### config.mk
export PLATFORM = sky130hd
export DESIGN_NAME = socetlib_fifo_uart_tx
export DESIGN_NICKNAME = d
export VERILOG_FILES = /design/src/rtl/socetlib_fifo_uart_tx.sv
export SDC_FILE = /design/constraint.sdc
export NUM_CORES = 1
export LEC_CHECK = 0
export ABC_AREA = 1
export CORE_MARGIN = 4
export CORE_UTILIZATION = 53
export DETAILED_ROUTE_END_ITERATION = 10
export PLACE_DENSITY = 0.77
export SLEW_MARGIN = 20
export SYNTH_ARGS = -nofsm -noshare
export SYNTH_HDL_FRONTEND = slang
export SYNTH_SLANG_ARGS = --single-unit
### constraint.sdc
create_clock -name CLK -period 2.1 [get_ports CLK]
set_input_delay 0.525 -clock CLK [delete_from_list [all_inputs] [get_ports CLK]]
set_output_delay 0.525 -clock CLK [all_outputs]
set_load 0.005 [all_outputs]
### src/rtl/socetlib_fifo_uart_tx.sv
// Pulls bytes from a socetlib_fifo read port and shifts them out as UART frames
// (start, 8 data bits LSB first, optional even parity, 1 or 2 stop bits).
module socetlib_fifo_uart_tx #(
    parameter int CLKS_PER_BIT = 16,
    parameter int PARITY_EN    = 0,
    parameter int STOP_BITS    = 1,
    parameter int CNT_BITS     = $clog2(CLKS_PER_BIT)
) (
    input  logic       CLK,
    input  logic       nRST,
    input  logic       enable,
    input  logic       fifo_empty,
    input  logic [7:0] fifo_rdata,
    output logic       fifo_ren,
    output logic       tx,
    output logic       busy,
    output logic       frame_done
);

    typedef enum logic [2:0] {IDLE, START, DATA, PARITY, STOP} state_t;

    localparam logic [CNT_BITS-1:0] CNT_MAX = CNT_BITS'(CLKS_PER_BIT - 1);
    localparam logic LAST_STOP_IDX = (STOP_BITS == 2) ? 1'b1 : 1'b0;

    state_t              state_reg, state_next;
    logic [CNT_BITS-1:0] cnt_reg, cnt_next;
    logic [2:0]          bit_idx_reg, bit_idx_next;
    logic                stop_idx_reg, stop_idx_next;
    logic [7:0]          shift_reg, shift_next;
    logic                parity_reg, parity_next;
    logic                tx_reg, tx_next;
    logic                busy_reg, busy_next;

    logic bit_end;
    logic last_stop;
    logic pop;

    assign bit_end   = (state_reg != IDLE) && (cnt_reg == CNT_MAX);
    assign last_stop = (stop_idx_reg == LAST_STOP_IDX);
    // Gated by nRST so the FIFO never sees a read while this block is held in reset.
    assign pop = nRST & enable & ~fifo_empty &
                 ((state_reg == IDLE) || ((state_reg == STOP) && last_stop && bit_end));

    assign fifo_ren   = pop;
    assign tx         = tx_reg;
    assign busy       = busy_reg;
    assign frame_done = (state_reg == STOP) && last_stop && bit_end;

    always_comb begin
        state_next    = state_reg;
        cnt_next      = cnt_reg;
        bit_idx_next  = bit_idx_reg;
        stop_idx_next = stop_idx_reg;
        shift_next    = shift_reg;
        parity_next   = parity_reg;

        if (state_reg == IDLE) begin
            cnt_next = '0;
        end else if (bit_end) begin
            cnt_next = '0;
        end else begin
            cnt_next = cnt_reg + CNT_BITS'(1);
        end

        case (state_reg)
            IDLE: begin
                if (pop) begin
                    state_next  = START;
                    shift_next  = fifo_rdata;
                    parity_next = ^fifo_rdata;
                end
            end
            START: begin
                if (bit_end) begin
                    state_next   = DATA;
                    bit_idx_next = '0;
                end
            end
            DATA: begin
                if (bit_end) begin
                    if (bit_idx_reg == 3'd7) begin
                        state_next    = (PARITY_EN != 0) ? PARITY : STOP;
                        stop_idx_next = 1'b0;
                    end else begin
                        bit_idx_next = bit_idx_reg + 3'd1;
                        shift_next   = {1'b0, shift_reg[7:1]};
                    end
                end
            end
            PARITY: begin
                if (bit_end) begin
                    state_next    = STOP;
                    stop_idx_next = 1'b0;
                end
            end
            STOP: begin
                if (bit_end) begin
                    if (!last_stop) begin
                        stop_idx_next = 1'b1;
                    end else if (pop) begin
                        state_next  = START;
                        shift_next  = fifo_rdata;
                        parity_next = ^fifo_rdata;
                    end else begin
                        state_next = IDLE;
                    end
                end
            end
            default: state_next = IDLE;
        endcase
    end

    // tx and busy are computed from the next state so they line up with state_reg.
    always_comb begin
        tx_next   = 1'b1;
        busy_next = (state_next != IDLE);
        case (state_next)
            START:   tx_next = 1'b0;
            DATA:    tx_next = shift_next[0];
            PARITY:  tx_next = parity_next;
            default: tx_next = 1'b1;
        endcase
    end

    always_ff @(posedge CLK or negedge nRST) begin
        if (!nRST) begin
            state_reg    <= IDLE;
            cnt_reg      <= '0;
            bit_idx_reg  <= '0;
            stop_idx_reg <= 1'b0;
            shift_reg    <= '0;
            parity_reg   <= 1'b0;
            tx_reg       <= 1'b1;
            busy_reg     <= 1'b0;
        end else begin
            state_reg    <= state_next;
            cnt_reg      <= cnt_next;
            bit_idx_reg  <= bit_idx_next;
            stop_idx_reg <= stop_idx_next;
            shift_reg    <= shift_next;
            parity_reg   <= parity_next;
            tx_reg       <= tx_next;
            busy_reg     <= busy_next;
        end
    end

endmodule

Word-level counts from Yosys, hierarchy flattened
Index checks and enable logic that the tools add are counted.
Widths: inputs -> output; s select.
Word-level totals
  register bits: 22
  bits of input ports: 12
  output and inout port bits: 4
Cells by class
  $add $sub $neg: 2
  eq/ne operators: 16
  muxes and demuxes: 32
  bitwise gates (word level): 5
  reductions and logical operators: 14
Operators by type and width (count)
  $mux 8: 5
  $mux 3: 10
  $pmux 8 s3: 1
  $pmux 3 s5: 1
  $ne 2x2->1 const B: 7
  $eq 3x2->1 const B: 4
  $reduce_bool 3->1: 4
  $reduce_and 5->1: 2
  $mux 1: 9
  $mux 4: 2
  $reduce_xor 8->1: 1
  $eq 3x1->1 const B: 2
  $eq 3x3->1 const B: 2
  $pmux 1 s3: 2
  $pmux 3 s2: 1
  $add 4x1->4 const B: 1
  $eq 4x4->1 const B: 1
  $reduce_and 4->1: 1
  $add 3x1->3 const B: 1
  $and 1x1->1: 3
  $logic_and 1x1->1: 3
  $logic_not 3->1: 1
  $not 1->1: 2
  $pmux 1 s2: 1
  2 further kinds: 2

Logic depth before layout (Yosys ltp)
Gate-level depths: netlist (run 1).
  depth in word-level cells: 11
  mapped depth: 10
  gate-level depth less buffers: 10

Worst setup path before layout (run 1)
No wires, ideal clock.
  path type: reg-to-output
  start: register cnt_reg[0]
  end: output port fifo_ren
  arrival: 1.066 ns
  required time: 1.575 ns
  path slack: 0.509 ns
  stages on the path, launching flop included: 6
  path buffers: 0
  cell sequence: dfrtp_1 ha_1 nand3_4 a21oi_4 nand2_4 inv_2
On the way
  cells in the longest elaborated chain, start to end: 5
RTL lines
  from (decl): line 26  | logic [CNT_BITS-1:0] cnt_reg, cnt_next;
  from (signal assigned): line 137  | cnt_reg <= cnt_next;
  $eq 4x4->1: line 38  | assign bit_end = (state_reg != IDLE) && (cnt_reg == CNT_MAX);
  $logic_and 1x1->1: line 38
  $logic_and 1x1->1: line 42  | ((state_reg == IDLE) || ((state_reg == STOP) && last_stop && bit_end));
  $logic_or 1x1->1: line 42
  $and 1x1->1: line 41  | assign pop = nRST & enable & ~fifo_empty &
  to (decl): line 14  | output logic fifo_ren,
Every way passes these cells.

Worst setup path in the final report (run 1)
  start: input port enable
  end: output port fifo_ren
On the way
  cells in the longest elaborated chain, start to end: 3
RTL lines
  from (decl): line 11  | input logic enable,
  $and 1x1->1 (3 in a row): line 41
Every way passes these cells.

==> out/qor.csv, run 1 <==
metric,value,unit
WL final,2720,um
H-tree Lvls,1,
cell area after placement,1450,um^2
switching share of power,25.1,%
synth top area cells,"dfrtp_1, nand2_1, nand3_1, inv_1, nor2_1",
actual slew at the worst max-slew pin,0.380,ns
IO Port Bufs,15,
yosys warns,0,
final hold violation count,0,
Detail Route met2 WL,1380,um
FILL cells,152,
Leak,0.815,nW
clock transition at the registers of the reported paths,0.13,ns
Max Cap Viol,0,
Clock Tree Root,clkbuf_4,
metal3 WL,120,um
initial DRC count,33,
startpoint types,input port,
initial antenna violation count,0,
worst setup margin,0.0925,ns
CTS Sinks,21,
syn avg cell area,7.63,um^2
first-pass GRT wire length,4420,um
number of vias per cell,5.25,
RSZ-0062 raised after global routing,false,
vias in the first global route,1085,
vias,1139,
ys flop type,dfrtp_1,
CP Launch Point,enable,
Synth area leader,dfrtp_1,
Comb pwr share,10.3,%
worst-case hold slack,0.351,ns
Sw Pwr,0.171,mW
Area Overhead vs Synth,28.2,%
routability cong.,0.753,
Int Power,0.509,mW
R2R Path Start,bit_idx_reg[0]$_DFFE_PN0P_,
skew final,0.00392,ns
Final setup viols,0,
Max clock buf depth,2,
layout cells sized above 1,21.6,%
largest net degree at the start of global routing,22,
clock buffer count from CTS,3,
most frequent cell after synthesis,nand2_1,
relative slew slack,74.5,%
Post-Syn Area,1200,um^2
register area share after synthesis,44.0,%
DP Worst Slack,-0.376,ns
FF-to-FF path depth,10,
Slew Limit Fails,0,
grt total ovfl,0,
"top cells by count, synth","nand2_1, dfrtp_1, inv_1",
post-route ant nets,0,
RR Endpoint,tx$_DFF_PN1_,
DRT Pass-1 Iters,4,
Yosys cell types,24,
Fmax,498,MHz
power share of the sequential group,59.5,%
Final Non-Filler Cells,217,
Critical Path Sink,fifo_ren,
final core utilization,74.5,%
Synth Register Bits,21,
Die Ht,55.5,um
CP endpoint kind,output port,
worst hold path class,in2async,
row cnt,16,
top cell type's share of synthesized area,41.8,%
Clock power frac,30.2,%
post-synthesis instance total,157,
run status,"finished, final reports clean",
arrival time worst endpoint,1.48,ns
period utilization,95.6,%
starting density of the core,58.1,%
P per Cell Area,443,nW/um^2
CTS tree,done,
Core Footprint,2060,um^2
# placed instances,208,
Critical Path Fanout Max,2,
max reg flops,8,
Hold Buf Count CTS,0,
# diodes,0,
WP data required,1.57,ns
Crit Path Class,in2out,
Post-synth EDFFs,0,
DP Wirelength,1940,um
IO Pins,16,
Top Layer Used,met4,
worst reg2reg setup slack,0.40,ns
die area,3080,um^2
worst-case vdd ir drop,0.277,mV
Post-Syn Nets,172,
"Design Area, Final",1540,um^2
WL/cell,12.5,um
WL met1,1100,um
die width,55.5,um
Final Critical Period,2.01,ns
GR Util All Layers,17.9,%
Layout Nets,206,
clk_lat worst skew,0.31,ns
drt drc,0,
"FFs w/ async S/R, synth",100,%
## repair_timing
| action | in CTS | in global routing |
|---|---|---|
| setup buffers | 2 | 3 |
| pin swaps | 2 | 3 |
| resized for setup | 8 | 4 |
| endpoints found under the setup margin | 2 | 1 |
## power by group through the flow
stage	Sequential (mW)	Combinational, mW	Clock (mW)
after floorplan	0.412	0.0249	0
after global placement	0.412	0.0639	0
after detailed placement	0.412	0.0659	0
after CTS	0.404	0.0673	0.203
after global routing	0.405	0.0785	0.223
final	0.404	0.0697	0.205
## cell families after synthesis
group / synth area share [%]
AND/OR/NAND/NOR: 36.1
buffers and inverters: 7.21
XOR/XNOR: 1.46
AO/OA/AOI/OAI: 8.15
flip-flops: 44.0
adder cells (fa/ha/maj): 3.14
## cell type report
type | instances | area [um^2] | area share, %
Timing Repair Buffer | 29 | 248 | 16.1
Clock inverter | 1 | 5.00 | 0.326
Clock buffer | 3 | 22.5 | 1.47
Sequential cell | 21 | 528 | 34.4
Multi-Input combinational cell | 113 | 612 | 39.9
Tap cell | 27 | 33.8 | 2.20
Inverter | 23 | 86.3 | 5.62
## layer usage
layer / global-route usage (%) / up-vias
li1: - / 566
met1: 19.5 / 529
met2: 32.4 / 34
met3: 2.33 / 10
met4: 11.1 / 0
met5: 0 / -
## stage by stage
step / power (mW) / setup TNS, ns
6_report: 0.680 / 0
5_1_grt: 0.706 / 0
4_1_cts: 0.675 / 0
3_5_place_dp: 0.478 / -0.376
3_3_place_gp: 0.476 / -0.373
2_1_floorplan: 0.437 / 0
## worst max-delay path, stage by stage
cell,delay [ns]
clkdlybuf4s50_1,0.51
nand2_2,0.09
nor2_4,0.12
nand2_4,0.07
inv_2,0.06
clkbuf_2,0.10
## layout by cell type, fill, tap and decap left out
cell type and n:
buf_4 14, nand2_2 5, o21ai_0 3, nor4_1 1
o21ai_2 2, nand4_2 1, or2_1 1, nand3_1 17
ha_4 1, o21ai_1 2, xor2_1 1, nand2_1 51
nor2_1 12, nor2_4 2, dlygate4sd2_1 2, dfrtp_1 19
inv_2 4, nand3_4 1, clkbuf_2 1, dfstp_2 1
xnor2_1 1, clkinv_2 1, dfrtp_2 1, o2111ai_1 1
a21oi_4 1, inv_1 19, nor2_2 2, clkbuf_4 3
nand2_4 1, clkdlybuf4s50_1 12, ha_1 2, nor3_1 1
o211ai_1 4
## worst min path at each step
stage	slack, ns	endpoint
after floorplan	0.23	bit_idx_reg[0]$_DFFE_PN0P_
after global placement	0.44	cnt_reg[0]$_DFF_PN0_
after detailed placement	0.47	shift_reg[2]$_DFFE_PN0P_
after CTS	0.34	cnt_reg[3]$_DFF_PN0_
after global routing	0.38	cnt_reg[3]$_DFF_PN0_
final	0.35	state_reg[2]$_DFF_PN0_
No activity file was read; power rests on OpenSTA's default activity.
==> inputs of run 2 (changes only) <==
--- a/config.mk
+++ b/config.mk
@@ -6,8 +6,10 @@
 export NUM_CORES = 1
 export LEC_CHECK = 0
 export ABC_AREA = 1
+export ABC_CLOCK_PERIOD_IN_PS = 2100
 export CORE_MARGIN = 4
 export CORE_UTILIZATION = 53
+export CTS_BUF_LIST = sky130_fd_sc_hd__clkbuf_8 sky130_fd_sc_hd__clkbuf_16
 export DETAILED_ROUTE_END_ITERATION = 10
 export PLACE_DENSITY = 0.77
 export SLEW_MARGIN = 20
==> run 2 against run 1 <==
  * Largest power group unchanged
  * Flip-flop and latch count did not move
  * Largest cell class unchanged
  * Global-route usage barely moved
  * Non-clock buffer count did not move
  * Clock power rose by 34%
  * Clock skew rose by 0.00069 ns
  * Cell area rose by 1.2%
  * Critical path depth did not move
  * Register-to-register slack barely moved
==> out/qor.csv, run 2 (synthesized netlist as in run 1, its figures left out) <==
metric,value,unit,change
DRT Pass-1 Iters,4,,unchanged
vias in the first global route,1065,,-1.8%
IO Port Bufs,15,,unchanged
initial antenna violation count,0,,unchanged
WP data required,1.57,ns,about the same
DP Wirelength,1940,um,unchanged
starting density of the core,58.1,%,unchanged
# diodes,0,,unchanged
CTS Sinks,21,,unchanged
"commonest cells after routing, fill and taps aside","nand2_1, inv_1, dfrtp_1, nand3_1, buf_4",,
RSZ-0062 raised after global routing,false,,
arrival time worst endpoint,1.52,ns,+0.04 ns
clock buffer count from CTS,3,,unchanged
Core Footprint,2060,um^2,unchanged
row cnt,16,,unchanged
max reg flops,8,,unchanged
Critical Path Fanout Max,2,,unchanged
Layout Nets,206,,unchanged
Area Overhead vs Synth,29.8,%,
vias,1147,,+0.70%
CP endpoint kind,output port,,
Leak,0.821,nW,+0.73%
Die Ht,55.5,um,unchanged
first-pass GRT wire length,4420,um,+0.14%
initial DRC count,40,,+21%
period utilization,97.4,%,+1.8 points
GR Util All Layers,18.0,%,+0.040 points
startpoint types,input port,,
worst hold path class,in2async,,
Final Power,0.748,mW,+10%
post-route ant nets,0,,unchanged
skew final,0.00461,ns,+0.000685 ns
WL/cell,12.3,um,-1.5%
die width,55.5,um,unchanged
worst-case vdd ir drop,0.432,mV,+56%
layout cells sized above 1,21.1,%,-0.53 points
Hold Buf Count CTS,0,,unchanged
CTS tree,done,,
Fmax,489,MHz,-1.9%
R2R Path Start,cnt_reg[0]$_DFF_PN0_,,
largest net degree at the start of global routing,22,,unchanged
drt drc,0,,unchanged
Clock Tree Root,clkbuf_8,,
Crit Path Class,in2out,,
CP Launch Point,enable,,
grt total ovfl,0,,unchanged
IO Pins,16,,unchanged
number of vias per cell,5.29,,+0.70%
relative slew slack,74.0,%,-0.46 points
clock transition at the registers of the reported paths,0.08,ns,-0.05 ns
die area,3080,um^2,unchanged
FILL cells,155,,+2.0%
Final Critical Period,2.05,ns,+0.0380 ns
"commonest non-fill, non-tap cell in the layout",nand2_1,,
actual slew at the worst max-slew pin,0.386,ns,+0.00682 ns
clk_lat worst skew,0.27,ns,-0.04 ns
Max clock buf depth,2,,unchanged
Slew Limit Fails,0,,unchanged
H-tree Lvls,1,,unchanged
Final setup viols,0,,unchanged
WL final,2680,um,-1.5%
routability cong.,0.753,,unchanged
worst-case hold slack,0.408,ns,+0.0568 ns
Max Cap Viol,0,,unchanged
P per Cell Area,482,nW/um^2,+8.8%
final hold violation count,0,,unchanged
run status,"finished, final reports clean",,
## run 2: changes by cell type in the layout (fill, tap and decap cells not counted), sizes merged
cell | before | now
clkbuf | 4 | 3
clkdlybuf4s15 | 0 | 1
## run 2: per-stage QoR
| step | utilization [%] | instance area, um^2 | setup TNS [ns] | setup WS (ns) | instances |
|---|---|---|---|---|---|
| floorplan | - | 1200 | 0 | 0.509 | 157 |
| finish | 75.4 | 1550 | 0 | 0.0545 | 217 |
| global placement | 70.3 | 1450 | -0.373 | -0.373 | 208 |
| detailed placement | 70.3 | 1450 | -0.376 | -0.376 | 208 |
| CTS | 74.6 | 1540 | 0 | 0.00716 | 216 |
| global route | 75.4 | 1550 | 0 | 0.00136 | 217 |
## run 2: cell type report
cell class / count / area (um^2) / area share, %
Timing Repair Buffer: 29 / 253 / 16.3
Clock inverter: 1 / 5.00 / 0.322
Clock buffer: 3 / 41.3 / 2.66
Inverter: 23 / 86.3 / 5.56
Sequential cell: 21 / 528 / 34.0
Multi-Input combinational cell: 113 / 607 / 39.0
Tap cell: 27 / 33.8 / 2.17
## run 2: power by group
| group | switching [mW] | internal [mW] | total, mW |
|---|---|---|---|
| clock | 0.142 | 0.133 | 0.275 |
| combinational | 0.0360 | 0.0334 | 0.0694 |
| sequential | 0 | 0.404 | 0.404 |
| total | 0.179 | 0.570 | 0.748 |
## run 2: worst max-delay path, stage by stage
cell and delay, ns:
clkdlybuf4s50_1 0.47, nand2_2 0.08, nor2_4 0.12, nand2_4 0.07, inv_2 0.06, clkdlybuf4s15_1 0.20
## run 2: timing repair
| item | CTS | global route |
|---|---|---|
| setup endpoints to repair | 2 | 1 |
| setup buffers | 4 | 1 |
| gates cloned | 0 | 0 |
| pin swaps | 4 | 1 |
| resized for setup | 8 | 2 |
## run 2: path summary, 6_finish.rpt
path,depth (start not counted),to,slack [ns]
max,6,fifo_ren,0.05
min,2,cnt_reg[3]$_DFF_PN0_,0.41
max reg2reg,9,busy$_DFF_PN0_,0.40
min reg2reg,2,shift_reg[2]$_DFFE_PN0P_,0.49
max in group asynchronous,2,tx$_DFF_PN1_,1.42
min in group CLK,2,shift_reg[2]$_DFFE_PN0P_,0.49
## run 2: layer usage
metal	global-route usage [%]	up-vias	part of all wire, %
li1	-	567	-
met1	20.0	534	44
met2	32.1	39	50
met3	3.26	7	4.5
met4	9.38	0	2.1
met5	0	-	0
==> inputs of run 3 (changes only) <==
--- a/config.mk
+++ b/config.mk
@@ -10,6 +10,7 @@
 export CORE_MARGIN = 4
 export CORE_UTILIZATION = 53
 export CTS_BUF_LIST = sky130_fd_sc_hd__clkbuf_8 sky130_fd_sc_hd__clkbuf_16
+export CTS_CLUSTER_DIAMETER = 150
 export DETAILED_ROUTE_END_ITERATION = 10
 export PLACE_DENSITY = 0.77
 export SLEW_MARGIN = 20
==> results of run 3 <==
Final layout, timing and power as in run 2 (identical DEF).
